--- src/rtl/audio_pkg.sv ---
// Shared definitions for the audio output path.
//   FRAME_BITS / CH_BITS : serial frame geometry (two 16-bit channels).
//   LAST_BIT / RIGHT_BIT : bit-counter values at which the frame reloads
//                          and the right channel starts.
//   state_t              : serializer run state.
package audio_pkg;

  localparam int FRAME_BITS = 32;
  localparam int CH_BITS    = 16;

  localparam logic [4:0] LAST_BIT  = 5'(FRAME_BITS - 1);
  localparam logic [4:0] RIGHT_BIT = 5'(CH_BITS - 1);

  typedef enum logic {
    IDLE = 1'b0,
    RUN  = 1'b1
  } state_t;

endpackage

--- src/rtl/dac_serializer_bclk_gen.sv ---
// Bit-clock generator: divides clk by 2*DIV while i_run is high.
//   i_clk   : system clock
//   i_rst_n : asynchronous active-low reset
//   i_run   : count enable; low holds the divider and bclk at 0
//   o_bclk  : registered bit clock
//   o_rise  : one-clk strobe in the cycle before bclk rises
//   o_fall  : one-clk strobe in the cycle before bclk falls
module bclk_gen
  import audio_pkg::*;
#(
  parameter int DIV = 4
) (
  input  logic i_clk,
  input  logic i_rst_n,
  input  logic i_run,
  output logic o_bclk,
  output logic o_rise,
  output logic o_fall
);

  localparam logic [7:0] DCNT_LAST = 8'(DIV - 1);

  logic [7:0] r_dcnt;
  logic       r_bclk;
  logic       w_tick;

  assign w_tick = i_run & (r_dcnt == DCNT_LAST);

  // Divider counter and bclk toggle flop.
  always_ff @(posedge i_clk or negedge i_rst_n) begin
    if (!i_rst_n) begin
      r_dcnt <= 8'd0;
      r_bclk <= 1'b0;
    end else if (!i_run) begin
      r_dcnt <= 8'd0;
      r_bclk <= 1'b0;
    end else if (w_tick) begin
      r_dcnt <= 8'd0;
      r_bclk <= ~r_bclk;
    end else begin
      r_dcnt <= r_dcnt + 8'd1;
      r_bclk <= r_bclk;
    end
  end

  assign o_bclk = r_bclk;
  assign o_rise = w_tick & ~r_bclk;
  assign o_fall = w_tick & r_bclk;

endmodule

--- src/rtl/dac_serializer.sv ---
// Left-justified stereo serializer feeding the audio DAC. Requests one
// sample per frame from the DDS, holds the returned sample and shifts it
// MSB-first on both channels.
//   clk, reset      : system clock, asynchronous active-low reset
//   enable          : run request; stopping takes effect at frame end
//   sample_in       : two's-complement sample from the DDS
//   sample_valid    : one-clk strobe, sample_in is new
//   sample_req      : one-clk request strobe after each frame load
//   bclk/lrclk/sdata: serial link (lrclk 0 = left)
//   underrun        : frame loaded without a fresh sample
//   overrun         : fresh sample overwritten before being consumed
module dac_serializer
  import audio_pkg::*;
#(
  parameter int W   = 16,
  parameter int DIV = 4
) (
  input  logic         clk,
  input  logic         reset,
  input  logic         enable,
  input  logic [W-1:0] sample_in,
  input  logic         sample_valid,
  output logic         sample_req,
  output logic         bclk,
  output logic         lrclk,
  output logic         sdata,
  output logic         underrun,
  output logic         overrun
);

  state_t       r_state;
  state_t       w_state_nxt;
  logic [4:0]   r_bitcnt;
  logic [4:0]   w_bitcnt_nxt;
  logic [W-1:0] r_shreg;
  logic [W-1:0] w_shreg_nxt;
  logic [W-1:0] r_frame;
  logic [W-1:0] w_frame_nxt;
  logic [W-1:0] r_hold;
  logic [W-1:0] w_hold_nxt;
  logic         r_fresh;
  logic         w_fresh_nxt;
  logic         r_sdata;
  logic         r_sample_req;
  logic         r_underrun;
  logic         r_overrun;
  logic         w_load;
  logic         w_underrun_nxt;
  logic         w_overrun_nxt;
  logic [W-1:0] w_sample_sel;
  logic         w_run;
  logic         w_bclk;
  logic         w_bclk_fall;
  logic         w_rise_unused;

  assign w_run = (r_state == RUN);

  // The rising strobe has no consumer here; data only moves on falling ticks.
  bclk_gen #(
    .DIV(DIV)
  ) u_bclk_gen (
    .i_clk  (clk),
    .i_rst_n(reset),
    .i_run  (w_run),
    .o_bclk (w_bclk),
    .o_rise (w_rise_unused),
    .o_fall (w_bclk_fall)
  );

  // A sample arriving in the load cycle bypasses hold so it is not lost.
  assign w_sample_sel = sample_valid ? sample_in : r_hold;

  // FSM state register.
  always_ff @(posedge clk or negedge reset) begin
    if (!reset) begin
      r_state <= IDLE;
    end else begin
      r_state <= w_state_nxt;
    end
  end

  // Next-state, frame sequencing, sample capture and flag decode.
  always_comb begin
    w_state_nxt    = r_state;
    w_bitcnt_nxt   = r_bitcnt;
    w_shreg_nxt    = r_shreg;
    w_frame_nxt    = r_frame;
    w_hold_nxt     = r_hold;
    w_fresh_nxt    = r_fresh;
    w_load         = 1'b0;
    w_underrun_nxt = 1'b0;
    w_overrun_nxt  = 1'b0;

    case (r_state)
      IDLE: begin
        w_bitcnt_nxt = 5'd0;
        w_shreg_nxt  = {W{1'b0}};
        if (enable) begin
          w_load      = 1'b1;
          w_state_nxt = RUN;
        end else begin
          w_state_nxt = IDLE;
        end
      end
      RUN: begin
        if (w_bclk_fall) begin
          w_bitcnt_nxt = r_bitcnt + 5'd1;
          if (r_bitcnt == LAST_BIT) begin
            // Frame boundary: either start the next frame or stop cleanly.
            if (enable) begin
              w_load = 1'b1;
            end else begin
              w_state_nxt = IDLE;
              w_shreg_nxt = {W{1'b0}};
            end
          end else if (r_bitcnt == RIGHT_BIT) begin
            // Right channel resends the same sample from the frame copy.
            w_shreg_nxt = r_frame;
          end else begin
            w_shreg_nxt = {r_shreg[W-2:0], 1'b0};
          end
        end else begin
          w_state_nxt = RUN;
        end
      end
      default: begin
        w_state_nxt = IDLE;
      end
    endcase

    if (w_load) begin
      w_shreg_nxt    = w_sample_sel;
      w_frame_nxt    = w_sample_sel;
      w_underrun_nxt = ~(sample_valid | r_fresh);
    end else begin
      w_frame_nxt = r_frame;
    end

    if (sample_valid) begin
      w_hold_nxt    = sample_in;
      w_fresh_nxt   = 1'b1;
      w_overrun_nxt = r_fresh & ~w_load;
    end else begin
      w_hold_nxt = r_hold;
    end

    // A load consumes whatever is fresh, including a same-cycle bypass.
    if (w_load) begin
      w_fresh_nxt = 1'b0;
    end else begin
      w_fresh_nxt = w_fresh_nxt;
    end
  end

  // Datapath, counters and registered output flags.
  always_ff @(posedge clk or negedge reset) begin
    if (!reset) begin
      r_bitcnt     <= 5'd0;
      r_shreg      <= {W{1'b0}};
      r_frame      <= {W{1'b0}};
      r_hold       <= {W{1'b0}};
      r_fresh      <= 1'b0;
      r_sdata      <= 1'b0;
      r_sample_req <= 1'b0;
      r_underrun   <= 1'b0;
      r_overrun    <= 1'b0;
    end else begin
      r_bitcnt     <= w_bitcnt_nxt;
      r_shreg      <= w_shreg_nxt;
      r_frame      <= w_frame_nxt;
      r_hold       <= w_hold_nxt;
      r_fresh      <= w_fresh_nxt;
      r_sdata      <= w_shreg_nxt[W-1];
      r_sample_req <= w_load;
      r_underrun   <= w_underrun_nxt;
      r_overrun    <= w_overrun_nxt;
    end
  end

  assign sample_req = r_sample_req;
  assign bclk       = w_bclk;
  assign lrclk      = r_bitcnt[4];
  assign sdata      = r_sdata;
  assign underrun   = r_underrun;
  assign overrun    = r_overrun;

endmodule
--- config.mk ---
export PLATFORM = sky130hd
export DESIGN_NAME = dac_serializer
export DESIGN_NICKNAME = d
export VERILOG_FILES = /design/src/rtl/audio_pkg.sv /design/src/rtl/dac_serializer_bclk_gen.sv /design/src/rtl/dac_serializer.sv
export SDC_FILE = /design/constraint.sdc
export NUM_CORES = 1
export LEC_CHECK = 0
export CORE_UTILIZATION = 50
export CTS_CLUSTER_SIZE = 30
export DETAILED_ROUTE_END_ITERATION = 6
export PLACE_DENSITY = 0.84
export SETUP_SLACK_MARGIN = 0.4
export SYNTH_ARGS = -nofsm -noshare
export SYNTH_HDL_FRONTEND = slang
export SYNTH_SLANG_ARGS = --single-unit
--- constraint.sdc ---
create_clock -name clk -period 2.3 [get_ports clk]
set_clock_uncertainty 0.1 [all_clocks]
set_input_delay 0.23 -clock clk [delete_from_list [all_inputs] [get_ports clk]]
set_output_delay 0.23 -clock clk [all_outputs]
set_load 0.005 [all_outputs]
==> qor.csv <==
stage,metric,value,unit
setup_path,crit_start,r_bitcnt[1]$_DFFE_PN0P_,
final_layout,diodes,0,
setup_path,cpMaxStageDelayCell,dfrtp_1,
global_routing,grt_use_met2,34.2,%
floorplan,design.die.area,0.00651,mm^2
hold_path,hp-class,in2async,
power,p_seq_share,41.4,%
final_layout,layout_commonest_cell,dfrtp_1,
timing,post-route-period-util,91.0,%
clocking,cts_tree,done,
setup_path,cp.arrival,2230,ps
route,vias,2305,
timing,layout_setup_ws,206,ps
power,combinationalPowerShare,30.5,%
route,drtIter0Drc,160,
synth,synthAdderAreaFrac,1.62,%
final_layout,mostFrequentLayoutCells,"dfrtp_1, mux2_2, clkdlybuf4s50_1",
setup_path,max_stage_delay,410,ps
floorplan,dieHeight,80.7,um
clocking,cts_root_buf,clkbuf_8,
clocking,insertion_delay,360,ps
power,pwr-share-clk,28.2,%
timing,finalSetupViolations,0,
clocking,cts_made_buffers,9,
clocking,path_clk_slew,70,ps
synth,yosys.area.top_type,dfrtp_1,
final_layout,design_area,0.00409,mm^2
setup_path,crit_type,reg2reg,
synth,syn_inst,265,
clocking,clock_sinks,67,
floorplan,die_w,80.7,um
floorplan,start_util,52.0,%
synth,yosysWarnings,0,
synth,synth-simple-area-share,12.0,%
global_routing,grt.total_usage,21.3,%
synth,synth_top_family_by_area,multiplexers,
route,dr.pass1.iters,4,
global_routing,grt_pass1_vias,2201,
timing,max_freq,478,MHz
synth,synthMuxAreaShare,17.4,%
final_layout,syn_to_final_growth,32.1,%
clocking,ctsLongestPathBuffers,2,
global_routing,overflow,0,
clocking,htree_num_levels,3,
setup_path,crit_path_end_kind,flip-flop,
global_routing,grtUsageMet3,7.27,%
power,ir_worst_vdd,0.677,mV
power,swShare,30.9,%
route,via_per_inst,5.93,
timing,hold_slack,298,ps
global_routing,met1_usage,26.6,%
global_routing,antenna_found_initial,0,
final_layout,nFillCells,418,
route,drc,0,
global_routing,grt_pass1_wl,10.2,mm
timing,max-slew-margin-rel,62.1,%
synth,yosys-top-cells-area,"dfrtp_1, mux2_2, o221ai_1, nand4_1, inv_1",
floorplan,io_pins,26,
timing,slew_violations,0,
final_layout,finalNetCount,333,
setup_path,rr_startpoint,r_bitcnt[1]$_DFFE_PN0P_,
route,drt_wl_total,7.06,mm
synth,synth_edf_count,0,
timing,rsz0062_at_grt,true,
placed_design,place_ws,221,ps
synth,synthArstFlopShare,100,%
synth,synth_ff_type,dfrtp_1,
synth,synth-seq-cells,67,
synth,avgSynthCellArea,11.7,um^2
route,antenna_left,0,
placed_design,place_congestion,0.834,
setup_path,cp.buffers_inverters,1,
flow_run,maxCapViolCount,0,
setup_path,crit_family,flip-flops,
setup_path,worstSetupStartpointType,flip-flop,
synth,yosysTopAreaCellShare,54.1,%
synth,synth_nets,289,
power,power.density,1010,mW/mm^2
final_layout,drive_gt1_share,37.9,%
timing,min_period,2090,ps
synth,syn_area,0.00310,mm^2
placed_design,place_hpwl,3.79,mm
timing,finalHoldViolations,0,
synth,synth_cell_types,38,
synth,synth-compound-area-share,8.77,%
setup_path,worstPathMaxFanout,18,
timing,worstMarginPinSlew,568,ps
synth,synthXorXnorAreaFrac,0.848,%
final_layout,utilization,68.7,%
synth,ys_seq_area_share,54.1,%
global_routing,grt_max_degree,45,
floorplan,rows,28,
setup_path,cp.required,2440,ps
timing,finalSetupTns,0,ps
placed_design,port_buffers,25,
run_status,status,completed,
placed_design,placed_cell_area,0.00350,mm^2
route,wire_per_inst,18.2,um
setup_path,path_cells,ha_2 -> and3_4 -> ha_4 -> and2_4 -> a32oi_4 -> buf_12 -> mux2_2,
power,power.net_switching,0.00128,W
global_routing,top_usage_layer,met2,
power,p_leak,1.78,nW
floorplan,coreArea,0.00596,mm^2
power,internal-power,0.00287,W
flip-flops by register name (all words and copies together), names as in the netlist:
name,count
r_state,1
overrun,1
r_frame,16
sample_req,1
r_hold,16
r_fresh,1
r_bitcnt,5
u_bclk_gen.o_bclk,1
underrun,1
u_bclk_gen.r_dcnt,8
r_shreg,16
routing by layer:
metal  wire [um]  up-vias
li1            -     1052
met1        2960     1169
met5           0        -
met4         160        0
met2        3620       71
met3         328       13
final cells by class:
type                    count  area [um^2]  area share (%)
clock buffers               9          124            3.03
clock inverters             7          116            2.84
inverters                  20         75.1            1.83
multi-input cells         160         1450            35.4
flip-flops and latches     67         1680            41.1
well taps                  75         93.8            2.29
repair buffers             51          554            13.5
worst reg2reg max path, delay by kind of cell (launching register included):
kind / cells / cell delay, ps
compound gates: 1 / 210
fa+ha+maj: 2 / 370
buf+inv: 1 / 200
flops: 1 / 410
mux: 1 / 360
simple gates: 2 / 330
timing repair:
action | 4_1_cts | 5_1_grt
hold buffers | 1 | 0
hold endpoints to repair | 23 | 0
cloned | 2 | 3
resized for setup | 6 | 22
setup endpoints to repair | 42 | 37
setup buffers | 6 | 7
pin swaps | 1 | 9
Yosys cell counts, types with 2 or more instances:
library cell	number
or4b_1	2
buf_2	5
nor2_1	5
inv_1	19
xor2_1	2
or3_1	6
nand2_1	17
a21oi_1	8
buf_1	2
and3_1	2
nor4b_2	2
nand4_1	16
o221ai_1	15
nand3_1	9
dfrtp_1	67
a211oi_1	2
ha_1	4
clkbuf_1	11
o21ai_0	7
mux2_2	46
worst paths after layout:
| kind | endpoint | slack (ps) | cells past startpoint |
|---|---|---|---|
| worst max-delay path | r_frame[4]$_DFFE_PN0P_ | 210 | 7 |
| worst min-delay path | r_hold[15]$_DFF_PN0_ | 300 | 2 |
| worst max register to register | r_frame[4]$_DFFE_PN0P_ | 210 | 7 |
| worst min register to register | underrun$_DFF_PN0_ | 380 | 1 |
| max in group asynchronous | u_bclk_gen.r_dcnt[6]$_DFF_PN0_ | 1170 | 3 |
| min in group clk | underrun$_DFF_PN0_ | 380 | 1 |
power by group through the flow:
stage	clock network [W]	logic [W]	registers (W)
floorplan	0	0.000753	0.00164
global placement	0	0.000939	0.00170
detailed placement	0	0.000971	0.00172
CTS	0.00118	0.00106	0.00169
global route	0.00124	0.00140	0.00175
finish	0.00117	0.00126	0.00172
through the flow:
step,total power (W),instances
final,0.00415,389
after global routing,0.00439,389
after CTS,0.00394,379
after detailed placement,0.00269,354
after global placement,0.00264,354
after floorplan,0.00239,265
cell families (layout without fill, tap and decap cells):
| logic type | count (synthesis) | count (layout) |
|---|---|---|
| fa+ha+maj | 4 | 4 |
| mux | 48 | 48 |
| xor+xnor | 3 | 3 |
| flops | 67 | 67 |
| compound gates | 38 | 38 |
| buf+inv | 39 | 87 |
| simple gates | 66 | 67 |
Power figures use the tool's default switching activity.
